**config.mk**
```make
export PLATFORM = sky130hd
export DESIGN_NAME = ps2_key_receiver_flat
export DESIGN_NICKNAME = d
export VERILOG_FILES = /design/src/rtl/ps2_key_receiver_if.sv /design/src/rtl/ps2_key_receiver.sv /design/src/flat_wrapper.sv
export SDC_FILE = /design/constraint.sdc
export NUM_CORES = 1
export LEC_CHECK = 0
export CORE_MARGIN = 4
export CORE_UTILIZATION = 50
export DETAILED_ROUTE_END_ITERATION = 8
export GPL_ROUTABILITY_DRIVEN = 0
export PLACE_DENSITY = 0.7
export REMOVE_ABC_BUFFERS = 1
export SLEW_MARGIN = 20
export SYNTH_ARGS = -nofsm -noshare
export SYNTH_HDL_FRONTEND = slang
export SYNTH_SLANG_ARGS = --single-unit
```
**constraint.sdc**
```tcl
create_clock -name clk -period 9.4 [get_ports clk]
set_input_delay 1.88 -clock clk [delete_from_list [all_inputs] [get_ports clk]]
set_output_delay 1.88 -clock clk [all_outputs]
set_load 0.02 [all_outputs]
```
**src/rtl/ps2_key_receiver_if.sv**
```systemverilog
// rtl/ps2_key_receiver_if.sv - read handshake and status between the UC/IO path and the key receiver.
interface ps2_key_if;
  logic        FLAG_input;
  logic [31:0] IO_key;
  logic        done;
  logic        empty;
  logic        overflow;
  logic        frame_error;

  modport master (
    output FLAG_input,
    input  IO_key, done, empty, overflow, frame_error
  );

  modport slave (
    input  FLAG_input,
    output IO_key, done, empty, overflow, frame_error
  );
endinterface

```
**src/rtl/ps2_key_receiver.sv**
```systemverilog
// rtl/ps2_key_receiver.sv - PS/2 device-to-host frame receiver with make/break filter,
// scan-code FIFO and one-code-per-request read handshake.
module ps2_key_receiver #(
  parameter int TIMEOUT_WIDTH = 16,
  parameter int FIFO_AWIDTH   = 3
) (
  input  logic       clk,
  input  logic       reset,
  input  logic       ps2_clk,
  input  logic       ps2_data,
  ps2_key_if.slave   key_if
);

  localparam int DEPTH = 1 << FIFO_AWIDTH;

  typedef enum logic [1:0] {S_IDLE, S_DATA, S_PARITY, S_STOP} state_e;

  logic ps2c_s1_q, ps2c_s2_q, ps2c_prev_q;
  logic ps2d_s1_q, ps2d_s2_q;
  logic fall, bit_in;

  state_e                   state_q, state_d;
  logic [2:0]               bitcnt_q, bitcnt_d;
  logic [7:0]               shift_q, shift_d;
  logic                     parity_q, parity_d;
  logic [TIMEOUT_WIDTH-1:0] wdog_q, wdog_d;
  logic                     byte_ok, frame_err;

  logic break_q;
  logic push_req, push, pop, drop;

  logic [7:0]           mem_q [DEPTH];
  logic [FIFO_AWIDTH:0] wr_ptr_q, rd_ptr_q;
  logic                 fifo_empty, fifo_full;

  logic        flag_prev_q, armed_q, armed, armed_d;
  logic [31:0] io_key_q;
  logic        done_q, overflow_q, frame_error_q;

  // ps2_clk idles high, so the sync chain resets high to avoid a phantom edge.
  always_ff @(posedge clk) begin
    if (reset) begin
      ps2c_s1_q   <= 1'b1;
      ps2c_s2_q   <= 1'b1;
      ps2c_prev_q <= 1'b1;
      ps2d_s1_q   <= 1'b1;
      ps2d_s2_q   <= 1'b1;
    end else begin
      ps2c_s1_q   <= ps2_clk;
      ps2c_s2_q   <= ps2c_s1_q;
      ps2c_prev_q <= ps2c_s2_q;
      ps2d_s1_q   <= ps2_data;
      ps2d_s2_q   <= ps2d_s1_q;
    end
  end

  assign fall   = ps2c_prev_q & ~ps2c_s2_q;
  assign bit_in = ps2d_s2_q;

  always_ff @(posedge clk) begin
    if (reset) begin
      state_q  <= S_IDLE;
      bitcnt_q <= '0;
      shift_q  <= '0;
      parity_q <= 1'b0;
      wdog_q   <= '0;
    end else begin
      state_q  <= state_d;
      bitcnt_q <= bitcnt_d;
      shift_q  <= shift_d;
      parity_q <= parity_d;
      wdog_q   <= wdog_d;
    end
  end

  always_comb begin
    state_d   = state_q;
    bitcnt_d  = bitcnt_q;
    shift_d   = shift_q;
    parity_d  = parity_q;
    wdog_d    = '0;
    byte_ok   = 1'b0;
    frame_err = 1'b0;
    if (state_q != S_IDLE) begin
      wdog_d = wdog_q + TIMEOUT_WIDTH'(1);
    end
    if (fall) begin
      wdog_d = '0;
      case (state_q)
        S_IDLE: begin
          if (!bit_in) begin
            state_d  = S_DATA;
            bitcnt_d = '0;
            shift_d  = '0;
          end else begin
            frame_err = 1'b1;
          end
        end
        S_DATA: begin
          shift_d  = {bit_in, shift_q[7:1]};
          bitcnt_d = bitcnt_q + 3'd1;
          if (bitcnt_q == 3'd7) state_d = S_PARITY;
        end
        S_PARITY: begin
          parity_d = bit_in;
          state_d  = S_STOP;
        end
        S_STOP: begin
          if (bit_in && ((^shift_q) ^ parity_q)) byte_ok = 1'b1;
          else                                   frame_err = 1'b1;
          state_d = S_IDLE;
        end
        default: state_d = S_IDLE;
      endcase
    end else if ((state_q != S_IDLE) && (&wdog_q)) begin
      frame_err = 1'b1;
      state_d   = S_IDLE;
      wdog_d    = '0;
    end
  end

  // The E0 prefix needs no state: the extended key's second byte is pushed bare.
  assign push_req = byte_ok && (shift_q != 8'hE0) && (shift_q != 8'hF0) && !break_q;

  always_ff @(posedge clk) begin
    if (reset) begin
      break_q <= 1'b0;
    end else if (byte_ok && (shift_q != 8'hE0)) begin
      break_q <= (shift_q == 8'hF0);
    end
  end

  assign fifo_empty = (wr_ptr_q == rd_ptr_q);
  assign fifo_full  = (wr_ptr_q[FIFO_AWIDTH] != rd_ptr_q[FIFO_AWIDTH]) &&
                      (wr_ptr_q[FIFO_AWIDTH-1:0] == rd_ptr_q[FIFO_AWIDTH-1:0]);

  assign armed   = (armed_q | (key_if.FLAG_input & ~flag_prev_q)) & key_if.FLAG_input;
  assign pop     = armed & ~fifo_empty;
  assign armed_d = armed & ~pop;
  assign push    = push_req & (~fifo_full | pop);
  assign drop    = push_req & fifo_full & ~pop;

  always_ff @(posedge clk) begin
    if (push) mem_q[wr_ptr_q[FIFO_AWIDTH-1:0]] <= shift_q;
  end

  always_ff @(posedge clk) begin
    if (reset) begin
      wr_ptr_q      <= '0;
      rd_ptr_q      <= '0;
      flag_prev_q   <= 1'b0;
      armed_q       <= 1'b0;
      io_key_q      <= '0;
      done_q        <= 1'b0;
      overflow_q    <= 1'b0;
      frame_error_q <= 1'b0;
    end else begin
      if (push) wr_ptr_q <= wr_ptr_q + 1'b1;
      if (pop) begin
        rd_ptr_q <= rd_ptr_q + 1'b1;
        io_key_q <= {24'b0, mem_q[rd_ptr_q[FIFO_AWIDTH-1:0]]};
      end
      flag_prev_q   <= key_if.FLAG_input;
      armed_q       <= armed_d;
      done_q        <= pop;
      overflow_q    <= overflow_q | drop;
      frame_error_q <= frame_err;
    end
  end

  assign key_if.IO_key      = io_key_q;
  assign key_if.done        = done_q;
  assign key_if.empty       = fifo_empty;
  assign key_if.overflow    = overflow_q;
  assign key_if.frame_error = frame_error_q;

endmodule

```
**src/flat_wrapper.sv**
```systemverilog
// flat-port wrapper written by rule: the top's interface ports become plain ports
module ps2_key_receiver_flat 
#(
  parameter int TIMEOUT_WIDTH = 16,
  parameter int FIFO_AWIDTH   = 3
)
  (clk, reset, ps2_clk, ps2_data, key_if_FLAG_input, key_if_IO_key, key_if_done, key_if_empty, key_if_overflow, key_if_frame_error);
  ps2_key_if key_if_i ();
  input  logic clk;
  input  logic reset;
  input  logic ps2_clk;
  input  logic ps2_data;
  input wire logic [$bits(key_if_i.FLAG_input)-1:0] key_if_FLAG_input;
  output wire logic [$bits(key_if_i.IO_key)-1:0] key_if_IO_key;
  output wire logic [$bits(key_if_i.done)-1:0] key_if_done;
  output wire logic [$bits(key_if_i.empty)-1:0] key_if_empty;
  output wire logic [$bits(key_if_i.overflow)-1:0] key_if_overflow;
  output wire logic [$bits(key_if_i.frame_error)-1:0] key_if_frame_error;
  assign key_if_i.FLAG_input = key_if_FLAG_input;
  assign key_if_IO_key = key_if_i.IO_key;
  assign key_if_done = key_if_i.done;
  assign key_if_empty = key_if_i.empty;
  assign key_if_overflow = key_if_i.overflow;
  assign key_if_frame_error = key_if_i.frame_error;
  ps2_key_receiver #(.TIMEOUT_WIDTH(TIMEOUT_WIDTH), .FIFO_AWIDTH(FIFO_AWIDTH)) u_core (.clk(clk), .reset(reset), .ps2_clk(ps2_clk), .ps2_data(ps2_data), .key_if(key_if_i));
endmodule
```
==> run summary, run 1 <==
Critical path
* logic depth of the worst register-to-register path: 6
* RR Startpoint: u_core.shift_q[6]
* WS Path Type: flop to primary output
* CP Capture Type: primary output
* end of the worst register-to-register path: u_core.mem_q[5][4]
* largest fanout on the critical path: 20
* worst path arrival time: 2530 ps
* startpoint type of the worst setup path: flop
* required time at the endpoint of the critical path: 7520 ps
* slack of the worst reg-to-reg path: 6080 ps

Clock network
* TritonCTS clock tree: yes
* Worst-Skew Late Latency: 510 ps
* Resized Gates After CTS: 0
* number of H-tree levels: 4
* Root Buffer Master: clkbuf_8
* maximum root-to-sink buffer count: 2
* CTS Buf Count: 17
* Worst-path clk slew: 60 ps
* number of setup buffers added after CTS: 0
* number of buffers inserted by hold repair at cts: 0
* total number of clock tree sinks: 121

Layout
* layout cells sized above 1: 0.154
* top library cells by usage in the layout, fill and taps aside: edfxtp_1, dfxtp_1, nor2_1
* Area Overhead vs Synth: 14.9%
* count of nets after finishing: 435
* diodes inserted: 0
* most common cell after layout, fill and taps aside: edfxtp_1
* filler instances: 790

Route
* DRC violation count after routing: 0
* ratio of routed vias to standard cells: 5.31
* final wirelength: 9580 um
* first-pass detailed-route iteration total: 5
* Wirelength per Cell: 17.0 um
* total vias in the final route: 2982
* final antenna-violating net count: 0
* iteration-0 DRC count of the detailed router: 186

Global route
* aggregate global routing overflow: 0
* wire length of the first global-routing pass: 15600 um
* global-route usage over all layers: 0.175
* number of global-route vias before repair: 2919
* number of antenna violations at the first check in global routing: 0
* maximum number of pins on one net before global-route repair: 48

Worst hold path
* cell depth of the worst hold path: 1
* end point of the worst hold path: u_core.bit_in
* worst min path class: flop to flop
* hold path start: u_core.ps2d_s1_q

Synth
* number of enable flip-flop cells after synthesis: 64
* post-synth top area cell: edfxtp_1
* Warnings, synthesis: 0
* mean post-synth cell area: 13.0 um^2
* area fraction of the dominant cell type after synthesis: 0.372
* synth top area cells: edfxtp_1, dfxtp_1, mux4_2
* sequential share of the synthesized area: 0.592
* synthesized cell area: 0.00517 mm^2
* Synth Instances: 397
* number of storage elements in the synthesis netlist: 121
* share of synthesized flip-flops with an asynchronous set or reset: 0
* primary flip-flop cell chosen by synthesis mapping: edfxtp_1
* Cell variety after synth: 49

Timing
* total negative setup slack: 0 ps
* setup ws final: 4990 ps
* clock period minus final worst setup slack: 4410 ps
* maximum operating frequency: 0.227 GHz
* final number of setup-violating endpoints: 0
* clock tree skew after final layout: 8.64 ps
* unrepaired setup endpoints after global routing: false
* Slew HR: 0.319
* Least-Margin Pin Slew: 1010 ps
* Final Max Tran Viols: 0
* number of hold violations in the final report: 0
* post-route fraction of the period consumed by the critical path: 0.469

Placement
* worst slack, placed: 5010 ps
* count of buffers inserted at the top-level ports: 16
* total half-perimeter wirelength after legalization and detailed placement: 6250 um

Power and ir drop
* leakage power figure: 1.97 nW
* total power density per cell area: 206 mW/mm^2
* post-layout power: 1.22 mW
* VDD IR max: 136 uV

Job
* Max-cap violations: 0

Die
* horizontal extent of the die: 110 um
* die outline area: 0.0120 mm^2
* num ports: 41
* starting density of the core: 0.522
* Core ar.: 0.00991 mm^2
* Row Count: 36
* height of the chip: 110 um

Status
* result of the run: finished clean

per-stage QoR:
stage	std cells	hold WS, ps	utilization	cell area (um^2)
2_1_floorplan	377	389	-	4980
3_3_place_gp	530	394	0.539	5340
3_5_place_dp	530	395	0.539	5340
4_1_cts	562	409	0.599	5940
5_1_grt	562	434	0.600	5950
6_report	562	407	0.600	5950
power breakdown:
part / internal [mW] / switching, mW / leakage, nW / total (mW)
registers: 0.553 / 0.000782 / 1.05 / 0.553
logic: 0.00383 / 0.0140 / 0.636 / 0.0178
clock network: 0.428 / 0.224 / 0.283 / 0.652
routing by layer:
metal	up-vias	share of wire	wire, um	GRT usage
met5	-	0	0	0
met3	9	0.052	501	0.0534
met2	88	0.50	4830	0.293
li1	1435	-	-	-
met1	1450	0.43	4150	0.225
met4	0	0.0099	95	0.0427
sequential cells by signal, indices dropped and copies added (netlist names), 2 cells and up:
register / flops
u_core.state_q: 2
u_core.wr_ptr_q: 4
u_core.rd_ptr_q: 4
u_core.wdog_q: 16
u_core.bitcnt_q: 3
u_core.mem_q: 64
u_core.key_if.IO_key: 8
u_core.shift_q: 8
worst max-delay path by stage:
| stage | slack [ps] | end | startpoint |
|---|---|---|---|
| finish | 4990 | key_if_empty | u_core.rd_ptr_q[1] |
| global route | 4820 | key_if_empty | u_core.rd_ptr_q[1] |
| CTS | 4980 | key_if_empty | u_core.rd_ptr_q[1] |
| global placement | 5040 | u_core.mem_q[5][5] | key_if_FLAG_input |
| detailed placement | 5010 | u_core.mem_q[5][3] | key_if_FLAG_input |
| floorplan | 5510 | u_core.mem_q[0][0] | key_if_FLAG_input |
synthesized netlist by cell type (3+ instances only):
cell,n
dfxtp_1,57
edfxtp_1,64
o21ai_0,3
nor2b_1,6
nand3_1,12
or2_2,5
a22oi_1,10
a21oi_1,6
nor4_1,3
mux2i_1,11
nor2_1,45
nand4_1,9
nand2_1,10
ha_1,14
xnor2_1,15
nand2b_1,5
a211oi_1,10
xor2_1,5
buf_4,25
buf_2,3
mux2_2,3
mux4_2,16
clkbuf_1,12
inv_1,12
nor3_1,6
cell type report:
cell class | instances | area, um^2 | share of cell area
flip-flops and latches | 121 | 3060 | 0.515
multi-input cells | 244 | 1880 | 0.316
clock buffers | 19 | 422 | 0.0709
repair buffers | 20 | 190 | 0.0320
clock inverters | 13 | 178 | 0.0299
well taps | 133 | 166 | 0.0280
inverters | 12 | 45.0 | 0.00758
critical path: stages, from the launching register on:
cell	delay (ps)
dfxtp_1	930
xnor2_1	230
nand4_1	170
inv_1	100
clkdlybuf4s50_1	600
kinds of logic (layout without fill, tap and decap cells):
kind of cell,after synthesis,after routing,synth area share
buffers and inverters,55,64,0.0617
other,1,24,0.000725
and+or+nand+nor,119,119,0.126
muxes,30,30,0.0975
xor gates and xnor gates,22,22,0.0414
adders and majority gates,14,14,0.0339
AOI/OAI and AO/OA,35,35,0.0472
DFF,121,121,0.592
No activity file was read; power rests on OpenSTA's default activity.
==> run 2, diff against run 1 <==
Clock period 9.4 ns to 4.45 ns, I/O delays scaled along.
==> run summary, run 2 (synthesis gave the netlist of run 1 again) <==
Timing
* Least-Margin Pin Slew: 912 ps
* Final Max Tran Viols: 0
* unrepaired setup endpoints after global routing: false
* clock period minus final worst setup slack: 3270 ps
* final number of setup-violating endpoints: 0
* total negative setup slack: 0 ps
* clock tree skew after final layout: 12.0 ps
* Slew HR: 0.390
* post-route fraction of the period consumed by the critical path: 0.734
* maximum operating frequency: 0.306 GHz
* number of hold violations in the final report: 0
* setup ws final: 1180 ps

Route
* first-pass detailed-route iteration total: 4
* iteration-0 DRC count of the detailed router: 151
* total vias in the final route: 3008
* DRC violation count after routing: 0
* ratio of routed vias to standard cells: 5.33
* final antenna-violating net count: 0
* final wirelength: 8640 um
* Wirelength per Cell: 15.3 um

Layout
* most common cell after layout, fill and taps aside: edfxtp_1
* post-layout instance area: 0.00597 mm^2
* count of nets after finishing: 437
* top library cells by usage in the layout, fill and taps aside: edfxtp_1, dfxtp_1, nor2_1
* number of flip-flops under the largest register name: 64
* diodes inserted: 0
* Area Overhead vs Synth: 15.5%
* layout cells sized above 1: 0.160
* post-layout utilization of the core: 0.603

Die
* Row Count: 36
* num ports: 41
* die outline area: 0.0120 mm^2
* starting density of the core: 0.522
* horizontal extent of the die: 110 um
* Core ar.: 0.00991 mm^2
* height of the chip: 110 um

Power and ir drop
* post-layout power: 2.58 mW
* leakage power figure: 2.00 nW
* VDD IR max: 262 uV
* total power density per cell area: 432 mW/mm^2

Global route
* number of global-route vias before repair: 2966
* global-route usage over all layers: 0.162
* wire length of the first global-routing pass: 14500 um
* maximum number of pins on one net before global-route repair: 48
* number of antenna violations at the first check in global routing: 0
* aggregate global routing overflow: 0

Clock network
* CTS Buf Count: 17
* Worst-Skew Late Latency: 520 ps
* number of H-tree levels: 4
* number of setup buffers added after CTS: 0
* maximum root-to-sink buffer count: 2
* TritonCTS clock tree: yes
* Worst-path clk slew: 60 ps
* Resized Gates After CTS: 0
* total number of clock tree sinks: 121
* number of buffers inserted by hold repair at cts: 0
* Root Buffer Master: clkbuf_8

Placement
* count of buffers inserted at the top-level ports: 16
* placed instance area: 0.00536 mm^2
* total half-perimeter wirelength after legalization and detailed placement: 5600 um
* worst slack, placed: 779 ps

Worst hold path
* worst min path class: flop to flop

Critical path
* WS Path Type: flop to primary output
* startpoint type of the worst setup path: flop
* largest fanout on the critical path: 12
* worst path arrival time: 2380 ps
* required time at the endpoint of the critical path: 3560 ps
* CP Capture Type: primary output

Job
* Max-cap violations: 0

Status
* result of the run: finished clean

-- run 2: cell types whose count changed in the layout (fill, tap and decap cells not counted), sizes merged --
cell	change
clkinv	-3
clkinvlp	-2
buf	+2
clkbuf	+7
bufinv	-2
-- run 2: cell type report --
type	count	area, um^2
clock buffers	26	531
flip-flops and latches	121	3060
inverters	12	45.0
repair buffers	22	205
clock inverters	6	82.6
fillers	783	3940
multi-input cells	244	1880
well taps	133	166
-- run 2: final timing paths --
path / slack [ps] / start / endpoint / cells after the start
hold / removal: 410 / u_core.ps2d_s1_q / u_core.bit_in / 1
hold reg to reg: 410 / u_core.ps2d_s1_q / u_core.bit_in / 1
setup reg to reg: 1260 / u_core.shift_q[7] / u_core.mem_q[1][1] / 6
setup / recovery: 1180 / u_core.rd_ptr_q[2] / key_if_empty / 4
-- run 2: through the flow --
step	std cells	hold WS, ps
final	564	411
after global routing	564	432
after CTS	564	411
after detailed placement	532	397
after global placement	532	395
after floorplan	377	389
-- run 2: worst max-delay path: stages (launching register included) --
cell	delay, ps
dfxtp_1	750
xnor2_1	220
nand4_1	170
inv_1	120
clkdlybuf4s50_1	610
-- run 2: report_power, final --
group | internal [mW] | switching, mW | leakage (nW)
registers | 1.17 | 0.00162 | 1.05
logic | 0.00808 | 0.0295 | 0.647
clock network | 0.920 | 0.454 | 0.301
-- run 2: per-layer routing --
layer	track usage	wire length, um	up-vias
li1	-	-	1447
met1	0.199	3850	1473
met2	0.264	4280	71
met3	0.0440	335	17
met4	0.0775	173	0
met5	0	0	-
==> run 3, diff against run 2 <==
Clock period 4.45 ns to 3.4 ns, I/O delays scaled along.
==> run summary, run 3 (synthesis gave the netlist of run 1 again) <==
Power and ir drop
* total power density per cell area: 536 mW/mm^2
* VDD IR max: 296 uV
* leakage power figure: 1.99 nW

Die
* num ports: 41
* starting density of the core: 0.522
* die outline area: 0.0120 mm^2
* Core ar.: 0.00991 mm^2
* Row Count: 36
* height of the chip: 110 um
* horizontal extent of the die: 110 um

Route
* final antenna-violating net count: 0
* Wirelength per Cell: 15.5 um
* final wirelength: 8850 um
* total vias in the final route: 2993
* iteration-0 DRC count of the detailed router: 172
* first-pass detailed-route iteration total: 4
* DRC violation count after routing: 0
* ratio of routed vias to standard cells: 5.23

Layout
* count of nets after finishing: 445
* diodes inserted: 0
* most common cell after layout, fill and taps aside: edfxtp_1
* non-filler cells in the finished layout: 572
* layout cells sized above 1: 0.178
* number of flip-flops under the largest register name: 64
* post-layout utilization of the core: 0.601
* post-layout instance area: 0.00596 mm^2
* Area Overhead vs Synth: 15.2%
* top library cells by usage in the layout, fill and taps aside: edfxtp_1, dfxtp_1, nor2_1

Timing
* number of hold violations in the final report: 0
* setup ws final: 331 ps
* total negative setup slack: 0 ps
* maximum operating frequency: 0.326 GHz
* clock tree skew after final layout: 5.46 ps
* Slew HR: 0.444
* post-route fraction of the period consumed by the critical path: 0.903
* Final Max Tran Viols: 0
* final number of setup-violating endpoints: 0
* Least-Margin Pin Slew: 828 ps
* unrepaired setup endpoints after global routing: false
* clock period minus final worst setup slack: 3070 ps

Clock network
* CTS Buf Count: 17
* Worst-Skew Late Latency: 510 ps
* number of buffers inserted by hold repair at cts: 0
* maximum root-to-sink buffer count: 2
* number of H-tree levels: 4
* TritonCTS clock tree: yes
* Root Buffer Master: clkbuf_8
* total number of clock tree sinks: 121
* Resized Gates After CTS: 0
* number of setup buffers added after CTS: 0
* Worst-path clk slew: 60 ps

Critical path
* worst path arrival time: 3210 ps
* largest fanout on the critical path: 11
* required time at the endpoint of the critical path: 3550 ps
* WS Path Type: flop to flop
* startpoint type of the worst setup path: flop
* slack of the worst reg-to-reg path: 330 ps
* CP Capture Type: flop

Global route
* aggregate global routing overflow: 0
* number of global-route vias before repair: 3012
* number of antenna violations at the first check in global routing: 0
* maximum number of pins on one net before global-route repair: 47
* global-route usage over all layers: 0.164
* wire length of the first global-routing pass: 14900 um

Placement
* total half-perimeter wirelength after legalization and detailed placement: 5580 um
* count of buffers inserted at the top-level ports: 16
* worst slack, placed: 376 ps
* placed instance area: 0.00542 mm^2
* Placed Cells: 540

Worst hold path
* worst min path class: flop to flop

Job
* Max-cap violations: 0

Status
* result of the run: finished clean

[run 3: cell count changes in the layout (fill, tap and decap cells not counted), sizes merged]
| cell | before | now |
|---|---|---|
| buf | 6 | 14 |
| clkinvlp | 1 | 7 |
| clkinv | 3 | 4 |
| bufinv | 2 | 1 |
| clkbuf | 26 | 17 |
| inv | 12 | 15 |
[run 3: critical path: stages, from the launching register on]
cell,delay (ps)
dfxtp_1,550
ha_1,320
xnor3_1,380
xnor2_2,230
nand2_2,150
or3_4,440
nor4b_4,630
[run 3: cell type report]
type | count | area, um^2
clock buffers | 17 | 414
fillers | 758 | 3950
well taps | 133 | 166
inverters | 12 | 45.0
multi-input cells | 244 | 1880
clock inverters | 15 | 128
flip-flops and latches | 121 | 3060
repair buffers | 30 | 265
[run 3: final timing paths]
check	cells after the start	startpoint	end
hold / removal	1	u_core.ps2d_s1_q	u_core.bit_in
setup reg to reg	6	u_core.shift_q[6]	u_core.mem_q[4][3]
hold reg to reg	1	u_core.ps2d_s1_q	u_core.bit_in
setup / recovery	6	u_core.shift_q[6]	u_core.mem_q[4][3]
[run 3: routing by layer]
| layer | vias to the layer above | global-route usage | wire [um] |
|---|---|---|---|
| li1 | 1455 | - | - |
| met1 | 1458 | 0.213 | 3900 |
| met2 | 71 | 0.263 | 4440 |
| met3 | 9 | 0.0435 | 396 |
| met4 | 0 | 0.0695 | 112 |
| met5 | - | 0 | 0 |
[run 3: power by group]
part	internal, mW	switching [mW]	leakage (nW)	total [mW]
clock network	0.965	0.650	0.246	1.61
registers	1.53	0.00200	1.05	1.53
logic	0.0106	0.0386	0.690	0.0492
total	2.50	0.691	1.99	3.19
[run 3: through the flow]
| stage | power (mW) | hold slack (ps) |
|---|---|---|
| 2_1_floorplan | 1.59 | 389 |
| 3_3_place_gp | 1.61 | 393 |
| 3_5_place_dp | 1.61 | 401 |
| 4_1_cts | 3.23 | 415 |
| 5_1_grt | 3.30 | 432 |
| 6_report | 3.19 | 411 |
